==> config.mk <==
export PLATFORM = sky130hd
export DESIGN_NAME = telemetry_tx_flat
export DESIGN_NICKNAME = d
export VERILOG_FILES = /design/src/rtl/telemetry_tx_if.sv /design/src/rtl/telemetry_tx.sv /design/src/flat_wrapper.sv
export SDC_FILE = /design/constraint.sdc
export NUM_CORES = 1
export LEC_CHECK = 0
export ABC_AREA = 1
export BUFFER_PORTS_ARGS = -buffer_cell sky130_fd_sc_hd__buf_2
export CORE_UTILIZATION = 30
export DETAILED_ROUTE_END_ITERATION = 8
export RECOVER_POWER = 100
export SETUP_SLACK_MARGIN = 0.1
export SYNTH_ARGS = -nofsm -noshare
export SYNTH_HDL_FRONTEND = slang
export SYNTH_SLANG_ARGS = --single-unit
==> constraint.sdc <==
create_clock -name clk -period 3.55 [get_ports clk]
set_clock_uncertainty 0.15 [all_clocks]
set_input_delay 0.5325 -clock clk [delete_from_list [all_inputs] [get_ports clk]]
set_output_delay 0.5325 -clock clk [all_outputs]
set_load 0.03 [all_outputs]
==> src/rtl/telemetry_tx_if.sv <==
// Bundle of the telemetry transmitter's sensor inputs, control strobes and UART-side outputs.
// The transmitter uses the slave view; whoever supplies the readings and triggers uses the master view.
interface telemetry_tx_if #(
  parameter int NUM_CH = 3,
  parameter int DATA_W = 12
);
  logic [NUM_CH*DATA_W-1:0] data;
  logic                     en;
  logic                     trig;
  logic                     TX;
  logic                     busy;
  logic                     pkt_done;

  modport master (output data, en, trig, input TX, busy, pkt_done);
  modport slave  (input data, en, trig, output TX, busy, pkt_done);
endinterface

==> src/rtl/telemetry_tx.sv <==
// Multi-channel telemetry transmitter: snapshots NUM_CH readings on a tick or trigger and sends
// them as an AA 55 <payload> <~sum> packet over an 8N1 UART.
module telemetry_tx #(
  parameter int NUM_CH   = 3,
  parameter int DATA_W   = 12,
  parameter int BAUD_DIV = 434,
  parameter int PERIOD   = 1048576
) (
  input logic           clk,
  input logic           rst,
  telemetry_tx_if.slave bus
);
  localparam int BPC   = (DATA_W + 7) / 8;
  localparam int PAY   = NUM_CH * BPC;
  localparam int TOTAL = PAY + 3;
  localparam int BC_W  = $clog2(BAUD_DIV);
  localparam int TM_W  = $clog2(PERIOD);
  localparam int BI_W  = $clog2(TOTAL);

  typedef enum logic [1:0] {IDLE, START, DATA, STOP} state_e;

  state_e           state_q;
  logic [BC_W-1:0]  baudCnt_q;
  logic [2:0]       bitIdx_q;
  logic [BI_W-1:0]  byteIdx_q;
  logic [7:0]       shift_q;
  logic [7:0]       sum_q;
  logic [PAY*8-1:0] snap_q;
  logic [PAY*8-1:0] snap_d;
  logic [BPC*8-1:0] chanPad;
  logic [TM_W-1:0]  timer_q;
  logic [TM_W-1:0]  timer_d;
  logic             pending_q;
  logic             tx_q;
  logic             busy_q;
  logic             pktDone_q;
  logic             tick;
  logic             req;
  logic             baudEnd;
  logic [BI_W-1:0]  nextIdx;
  logic [7:0]       payByte;

  always_comb begin
    timer_d = '0;
    if (bus.en && (timer_q != TM_W'(PERIOD - 1))) timer_d = timer_q + TM_W'(1);
  end

  always_ff @(posedge clk) begin
    if (rst) timer_q <= '0;
    else     timer_q <= timer_d;
  end

  assign tick    = bus.en && (timer_q == TM_W'(PERIOD - 1));
  assign req     = bus.trig | tick;
  assign baudEnd = (baudCnt_q == BC_W'(BAUD_DIV - 1));
  assign nextIdx = byteIdx_q + BI_W'(1);
  assign payByte = snap_q[PAY*8-1 -: 8];

  // Channel 0 lands in the top bytes so the snapshot can simply be shifted out MSB-first.
  always_comb begin
    snap_d  = '0;
    chanPad = '0;
    for (int k = 0; k < NUM_CH; k++) begin
      chanPad                               = '0;
      chanPad[DATA_W-1:0]                   = bus.data[k*DATA_W +: DATA_W];
      snap_d[(NUM_CH-1-k)*BPC*8 +: BPC*8]   = chanPad;
    end
  end

  always_ff @(posedge clk) begin
    if (rst) begin
      state_q   <= IDLE;
      baudCnt_q <= '0;
      bitIdx_q  <= '0;
      byteIdx_q <= '0;
      shift_q   <= '0;
      sum_q     <= '0;
      snap_q    <= '0;
      pending_q <= 1'b0;
      tx_q      <= 1'b1;
      busy_q    <= 1'b0;
      pktDone_q <= 1'b0;
    end else begin
      pktDone_q <= 1'b0;
      if (state_q != IDLE) begin
        baudCnt_q <= baudEnd ? '0 : baudCnt_q + BC_W'(1);
        if (req) pending_q <= 1'b1;
      end
      case (state_q)
        IDLE: begin
          if (req || pending_q) begin
            state_q   <= START;
            snap_q    <= snap_d;
            pending_q <= 1'b0;
            byteIdx_q <= '0;
            shift_q   <= 8'hAA;
            sum_q     <= '0;
            baudCnt_q <= '0;
            tx_q      <= 1'b0;
            busy_q    <= 1'b1;
          end
        end
        START: begin
          if (baudEnd) begin
            state_q  <= DATA;
            bitIdx_q <= '0;
            tx_q     <= shift_q[0];
            shift_q  <= shift_q >> 1;
          end
        end
        DATA: begin
          if (baudEnd) begin
            if (bitIdx_q == 3'd7) begin
              state_q <= STOP;
              tx_q    <= 1'b1;
            end else begin
              bitIdx_q <= bitIdx_q + 3'd1;
              tx_q     <= shift_q[0];
              shift_q  <= shift_q >> 1;
            end
          end
        end
        STOP: begin
          if (baudEnd) begin
            if (byteIdx_q == BI_W'(TOTAL - 1)) begin
              state_q   <= IDLE;
              tx_q      <= 1'b1;
              busy_q    <= 1'b0;
              pktDone_q <= 1'b1;
            end else begin
              // Next byte starts immediately: second header, a payload byte, or the checksum.
              state_q   <= START;
              byteIdx_q <= nextIdx;
              tx_q      <= 1'b0;
              if (nextIdx == BI_W'(1)) begin
                shift_q <= 8'h55;
              end else if (nextIdx == BI_W'(TOTAL - 1)) begin
                shift_q <= ~sum_q;
              end else begin
                shift_q <= payByte;
                sum_q   <= sum_q + payByte;
                snap_q  <= snap_q << 8;
              end
            end
          end
        end
        default: state_q <= IDLE;
      endcase
    end
  end

  assign bus.TX       = tx_q;
  assign bus.busy     = busy_q;
  assign bus.pkt_done = pktDone_q;
endmodule

==> src/flat_wrapper.sv <==
// flat-port wrapper written by rule: the top's interface ports become plain ports
module telemetry_tx_flat 
#(
  parameter int NUM_CH   = 3,
  parameter int DATA_W   = 12,
  parameter int BAUD_DIV = 434,
  parameter int PERIOD   = 1048576
)
  (clk, rst, bus_data, bus_en, bus_trig, bus_TX, bus_busy, bus_pkt_done);
  telemetry_tx_if #(.NUM_CH(NUM_CH), .DATA_W(DATA_W)) bus_i ();
  input logic clk;
  input logic rst;
  input wire logic [$bits(bus_i.data)-1:0] bus_data;
  input wire logic [$bits(bus_i.en)-1:0] bus_en;
  input wire logic [$bits(bus_i.trig)-1:0] bus_trig;
  output wire logic [$bits(bus_i.TX)-1:0] bus_TX;
  output wire logic [$bits(bus_i.busy)-1:0] bus_busy;
  output wire logic [$bits(bus_i.pkt_done)-1:0] bus_pkt_done;
  assign bus_i.data = bus_data;
  assign bus_i.en = bus_en;
  assign bus_i.trig = bus_trig;
  assign bus_TX = bus_i.TX;
  assign bus_busy = bus_i.busy;
  assign bus_pkt_done = bus_i.pkt_done;
  telemetry_tx #(.NUM_CH(NUM_CH), .DATA_W(DATA_W), .BAUD_DIV(BAUD_DIV), .PERIOD(PERIOD)) u_core (.clk(clk), .rst(rst), .bus(bus_i));
endmodule
Yosys cells after proc, flatten, opt, wreduce, memory -nomap -nowiden
Cells that the tools add are included.
{ "word_totals": {"register_bits": 106, "input_bits": 40, "output_inout_bits": 3, "elab_cells": 113} }
{ "op_classes": {"n_addsub": 5, "n_eq_ne": 20, "muxes": 55, "bitwise": 5, "reduce_logical": 16} }
{ "op_table": {"columns": ["cell", "n"], "rows": [
  ["$mux 48", 5],
  ["$mux 8", 13],
  ["$pmux 48 s2", 1],
  ["$mux 9", 4],
  ["$pmux 8 s4", 1],
  ["$add 20x1->20 const B", 1],
  ["$eq 20x20->1 const B", 1],
  ["$ne 20x20->1 const B", 1],
  ["$pmux 8 s2", 1],
  ["$reduce_and 4->1", 4],
  ["$mux 1", 14],
  ["$mux 4", 3],
  ["$ne 2x1->1 const B", 6],
  ["$reduce_and 6->1", 2],
  ["$mux 2", 5],
  ["$add 9x1->9 const B", 1],
  ["$eq 9x9->1 const B", 1],
  ["$mux 3", 3],
  ["$add 8x8->8", 1],
  ["$eq 4x4->1 const B", 2],
  ["$ne 2x2->1 const B", 4],
  ["$not 8->8", 1],
  ["$pmux 2 s4", 1],
  ["$pmux 4 s2", 1],
  ["other kinds (18)", 24]
]} }

Longest topological paths before layout
{ "logic_depth": {"depth_word": 7, "depth_mapped": 14, "mapped_depth_nobuf": 13} }

Least setup slack after synthesis
Ideal clock, no wire load.
{ "synth_path": {"path_kind": "register to register", "startpoint": "register u_core.timer_q[0]", "endpoint": "register u_core.snap_q[15]", "setup_time_ns": 0.113, "arrival_ns": 1.742, "required_time_ns": 3.287, "path_slack_ns": 1.545, "path_stages_with_launch": 15, "n_path_buf": 2, "period_less_slack_ns": 2.005, "path_cell_list": "dfxtp_1 -> ha_1 -> nand2_2 -> nor2_4 -> nand2_2 -> nor2_4 -> nand3_2 -> nand3_4 -> nand2_4 -> clkinv_4 -> nand2_4 -> buf_6 -> buf_6 -> a21oi_2 -> nor2_1"} }
{ "synth_via": {"elab_chain_len": 6} }
{ "synth_lines": {"columns": ["element", "line", "rtl"], "rows": [
  ["from (decl)", "telemetry_tx.sv:31", "logic [TM_W-1:0] timer_q;"],
  ["from (signal assigned)", "telemetry_tx.sv:50", "else timer_q <= timer_d;"],
  ["$eq 20x20->1", "telemetry_tx.sv:53", "assign tick = bus.en && (timer_q == TM_W'(PERIOD - 1));"],
  ["$logic_and 1x1->1", "telemetry_tx.sv:53", null],
  ["$or 1x1->1", "telemetry_tx.sv:54", "assign req = bus.trig | tick;"],
  ["$logic_or 1x1->1", "telemetry_tx.sv:91", "if (req || pending_q) begin"],
  ["$ne 2x1->1 (no line)", null, null],
  ["$reduce_and 6->1 (no line)", null, null],
  ["to (signal assigned)", "telemetry_tx.sv:93", "snap_q <= snap_d;"],
  ["to (signal assigned)", "telemetry_tx.sv:142", "snap_q <= snap_q << 8;"],
  ["to (decl)", "telemetry_tx.sv:28", "logic [PAY*8-1:0] snap_q;"]
]} }
No other way between the ends.
A chain may end at the register's enable or synchronous reset.

Worst setup path in the final report
{ "layout_path": {"startpoint": "register u_core.byteIdx_q[0]", "endpoint": "register u_core.snap_q[46]"} }
{ "layout_via": {"elab_chain_len": 4, "word_cells_on_any_way": 8, "classes_between": "add/sub (1); eq/ne (6); reduce/logical (1)"} }
{ "layout_lines": {"columns": ["element", "line", "rtl"], "rows": [
  ["from (decl)", "telemetry_tx.sv:25", "logic [BI_W-1:0] byteIdx_q;"],
  ["from (signal assigned)", "telemetry_tx.sv:133", "byteIdx_q <= nextIdx;"],
  ["$add 4x1->4", "telemetry_tx.sv:56", "assign nextIdx = byteIdx_q + BI_W'(1);"],
  ["$eq 4x1->1 / $eq 4x4->1 (equally long branches)", "telemetry_tx.sv:135, telemetry_tx.sv:137", null],
  ["$ne 2x2->1 (no line)", null, null],
  ["$reduce_and 6->1 (no line) (*)", null, null]
]} }
Every way passes the cells marked *; elsewhere a longest branch is shown, timed or not.

==> run_results.csv <==
group,metric,value,unit
route,route.detailed.drc,0,
run_status,status,"completed",
setup_path,crit_required,3.65,ns
layout,drive_above_1_share,0.0937,
die,dieArea,19000,sq um
die,rows,49,
synth,synth-seq-cells,106,
cts,cts_max_level,3,
grt,grt_pass1_wl,21600,um
die,core-area,18000,sq um
cts,post_cts_buffers,0,
route,vias,5024,
timing,hold_viol_final,0,
timing,rsz0062_at_grt,"false",
synth,synth-edff-count,0,
synth,synth_cells,827,
setup_path,rrSetupSlack,0.38,ns
route,routed_via_density,4.64,
placement,place_inst,1067,
synth,synth_area_leaders,"dfxtp_1 38%, nand2_1 19%, a21oi_1 6.7%, nand3_1 6.2%, nor2_1 5.4%",
timing,finalMaxSlewViolations,0,
synth,syn_area_per_cell,6.70,sq um
grt,gr-total-overflow,0,
cts,clk_latency,0.36,ns
power_and_ir_drop,peakVddDrop,0.000298,V
die,fp.dieW,138,um
layout,syn_to_final_growth,11.8,%
synth,yosysTopAreaCellShare,0.383,
power_and_ir_drop,powerDensity,760,nW/um^2
synth,synth_cell_type_count,40,
synth,synth_top_area_cell,"dfxtp_1",
route,drt-pass1-iter-count,4,
cts,cts.sink_count,106,
timing,finalSetupViolations,0,
synth,netlist_area,5540,sq um
layout,final_cell_mix,"277 x nand2_1, 106 x dfxtp_1, 80 x nor2_1",
cts,cts_hold_buf,0,
timing,fmax,315,MHz
setup_path,critPathMaxFanout,68,
layout,final_common_cell,"nand2_1",
placement,port_buffers,42,
route,drt-total-wl,12900,um
layout,finalNonFillerCells,1083,
cts,cts-root-buf,"clkbuf_16",
layout,fin_nets,908,
hold_path,min_path_cells,3,
grt,grt_max_degree,69,
synth,synth_fp_nets,886,
setup_path,start_kind,"flip-flop",
setup_path,critical_path_class,"flip-flop to flip-flop",
layout,antenna_cells,0,
route,wl_per_cell,11.9,um
synth,yosys_warnings,0,
run,maxCapViolations,0,
placement,dpl_cell_area,5910,sq um
setup_path,reg2reg_depth,11,
grt,antenna_found_initial,0,
timing,holdWs,0.281,ns
placement,gp_congestion,0.807,
timing,min_period,3.17,ns
die,start_util,0.307,
route,first_iter_violations,294,
placement,dp_hpwl,8390,um
cts,clock_path_buffers,2,
synth,ys_seq_area_frac,0.383,
die,die_h,138,um
cts,numCtsBuffers,9,
cts,clkTransAtPathRegs,0.07,ns
timing,post-route-period-util,0.894,
setup_path,worst_ep_arrival_time,3.27,ns
die,io_pins,43,
timing,maxSlewHeadroom,0.356,
power_and_ir_drop,p_leak,2.76,nW
layout,fin_util,0.344,
hold_path,hold_path.class,"input port to flip-flop",
synth,ys.flop_type,"dfxtp_1",
route,postRouteAntennaNets,0,
layout,final_area,6190,sq um
timing,fin_tns_setup,0,ns
grt,grt_pass1_vias,4597,
grt,grt.total_usage,0.143,
timing,tightest_slew,0.963,ns
cts,cts_resized,0,
setup_path,timing.critical_path.to_type,"flip-flop",
synth,async_flop_share,0,
cts,cts_tree,"done",
-- kinds of logic (layout without fill, tap and decap cells) --
family | Yosys count | after routing | share of synthesized area
XOR/XNOR | 11 | 11 | 0.0174
AND/OR/NAND/NOR | 463 | 463 | 0.355
adder cells (fa/ha/maj) | 19 | 19 | 0.0443
buffers and inverters | 109 | 136 | 0.0815
AO/OA/AOI/OAI | 119 | 119 | 0.119
flip-flops | 106 | 106 | 0.383
-- worst max-delay path, cell delays in order (launching register included) --
cell	delay, ns
dfxtp_1	0.36
ha_1	0.23
nand2_1	0.08
inv_2	0.06
nor2_1	0.12
nor2_1	0.05
nand2_1	0.17
a21oi_2	0.10
nor2_4	0.76
nand2_4	0.62
a21oi_1	0.30
nor2_1	0.06
-- registers in the layout, summed over array words and instances, names as in the netlist, 2 cells and up --
| register | count |
|---|---|
| u_core.snap_q | 48 |
| u_core.state_q | 2 |
| u_core.sum_q | 8 |
| u_core.bitIdx_q | 3 |
| u_core.timer_q | 20 |
| u_core.shift_q | 8 |
| u_core.baudCnt_q | 9 |
| u_core.byteIdx_q | 4 |
-- cells in the mapped netlist (2+ instances only) --
| master | count |
|---|---|
| ha_1 | 18 |
| a31oi_1 | 2 |
| nor3_1 | 7 |
| o22ai_1 | 2 |
| buf_1 | 3 |
| dfxtp_1 | 106 |
| o21ai_0 | 24 |
| xor2_1 | 5 |
| clkinv_1 | 2 |
| nand2_2 | 2 |
| nor2_4 | 3 |
| inv_1 | 69 |
| clkbuf_1 | 18 |
| nand2_1 | 275 |
| xnor2_1 | 6 |
| nand3_1 | 69 |
| and3_1 | 5 |
| a21oi_1 | 74 |
| or2_2 | 4 |
| buf_2 | 12 |
| a21oi_2 | 10 |
| nand2_4 | 2 |
| buf_6 | 3 |
| o21bai_1 | 2 |
| nand4_1 | 9 |
| nor3b_1 | 3 |
| nor2_1 | 79 |
-- cell type report --
cell class              instances  area (sq um)
clock buffers                  10           239
flip-flops and latches        106          2120
multi-input cells             612          2930
repair buffers                 47           244
well taps                     229           287
clock inverters                 6          93.8
inverters                      73           279
fillers                      1998         11800
-- through the flow --
step	setup slack, ns	power [W]
final	0.375	0.00471
after global routing	0.0635	0.00511
after CTS	0.360	0.00477
after detailed placement	0.356	0.00364
after global placement	0.425	0.00362
after floorplan	1.55	0.00327
-- report_power, final --
group          total (W)  switching, W  internal [W]  leakage [nW]
registers        0.00169      0.000194       0.00150         0.867
logic            0.00189       0.00128      0.000614          1.73
clock network    0.00112      0.000477      0.000646         0.160
total            0.00471       0.00195       0.00276          2.76
-- final timing paths --
path | startpoint | endpoint
worst max-delay path | u_core.byteIdx_q[0] | u_core.snap_q[46]
worst min-delay path | bus_data[24] | u_core.snap_q[0]
worst max register to register | u_core.byteIdx_q[0] | u_core.snap_q[46]
worst min register to register | u_core.bus.TX | u_core.bus.TX
-- layer usage --
metal / vias up / track usage / share of wire
li1: 2690 / - / -
met3: 9 / 0.0270 / 0.037
met2: 88 / 0.238 / 0.46
met4: 0 / 0.0471 / 0.013
met5: - / 0 / 0
met1: 2237 / 0.184 / 0.49
(Power assumes the default switching activity.)
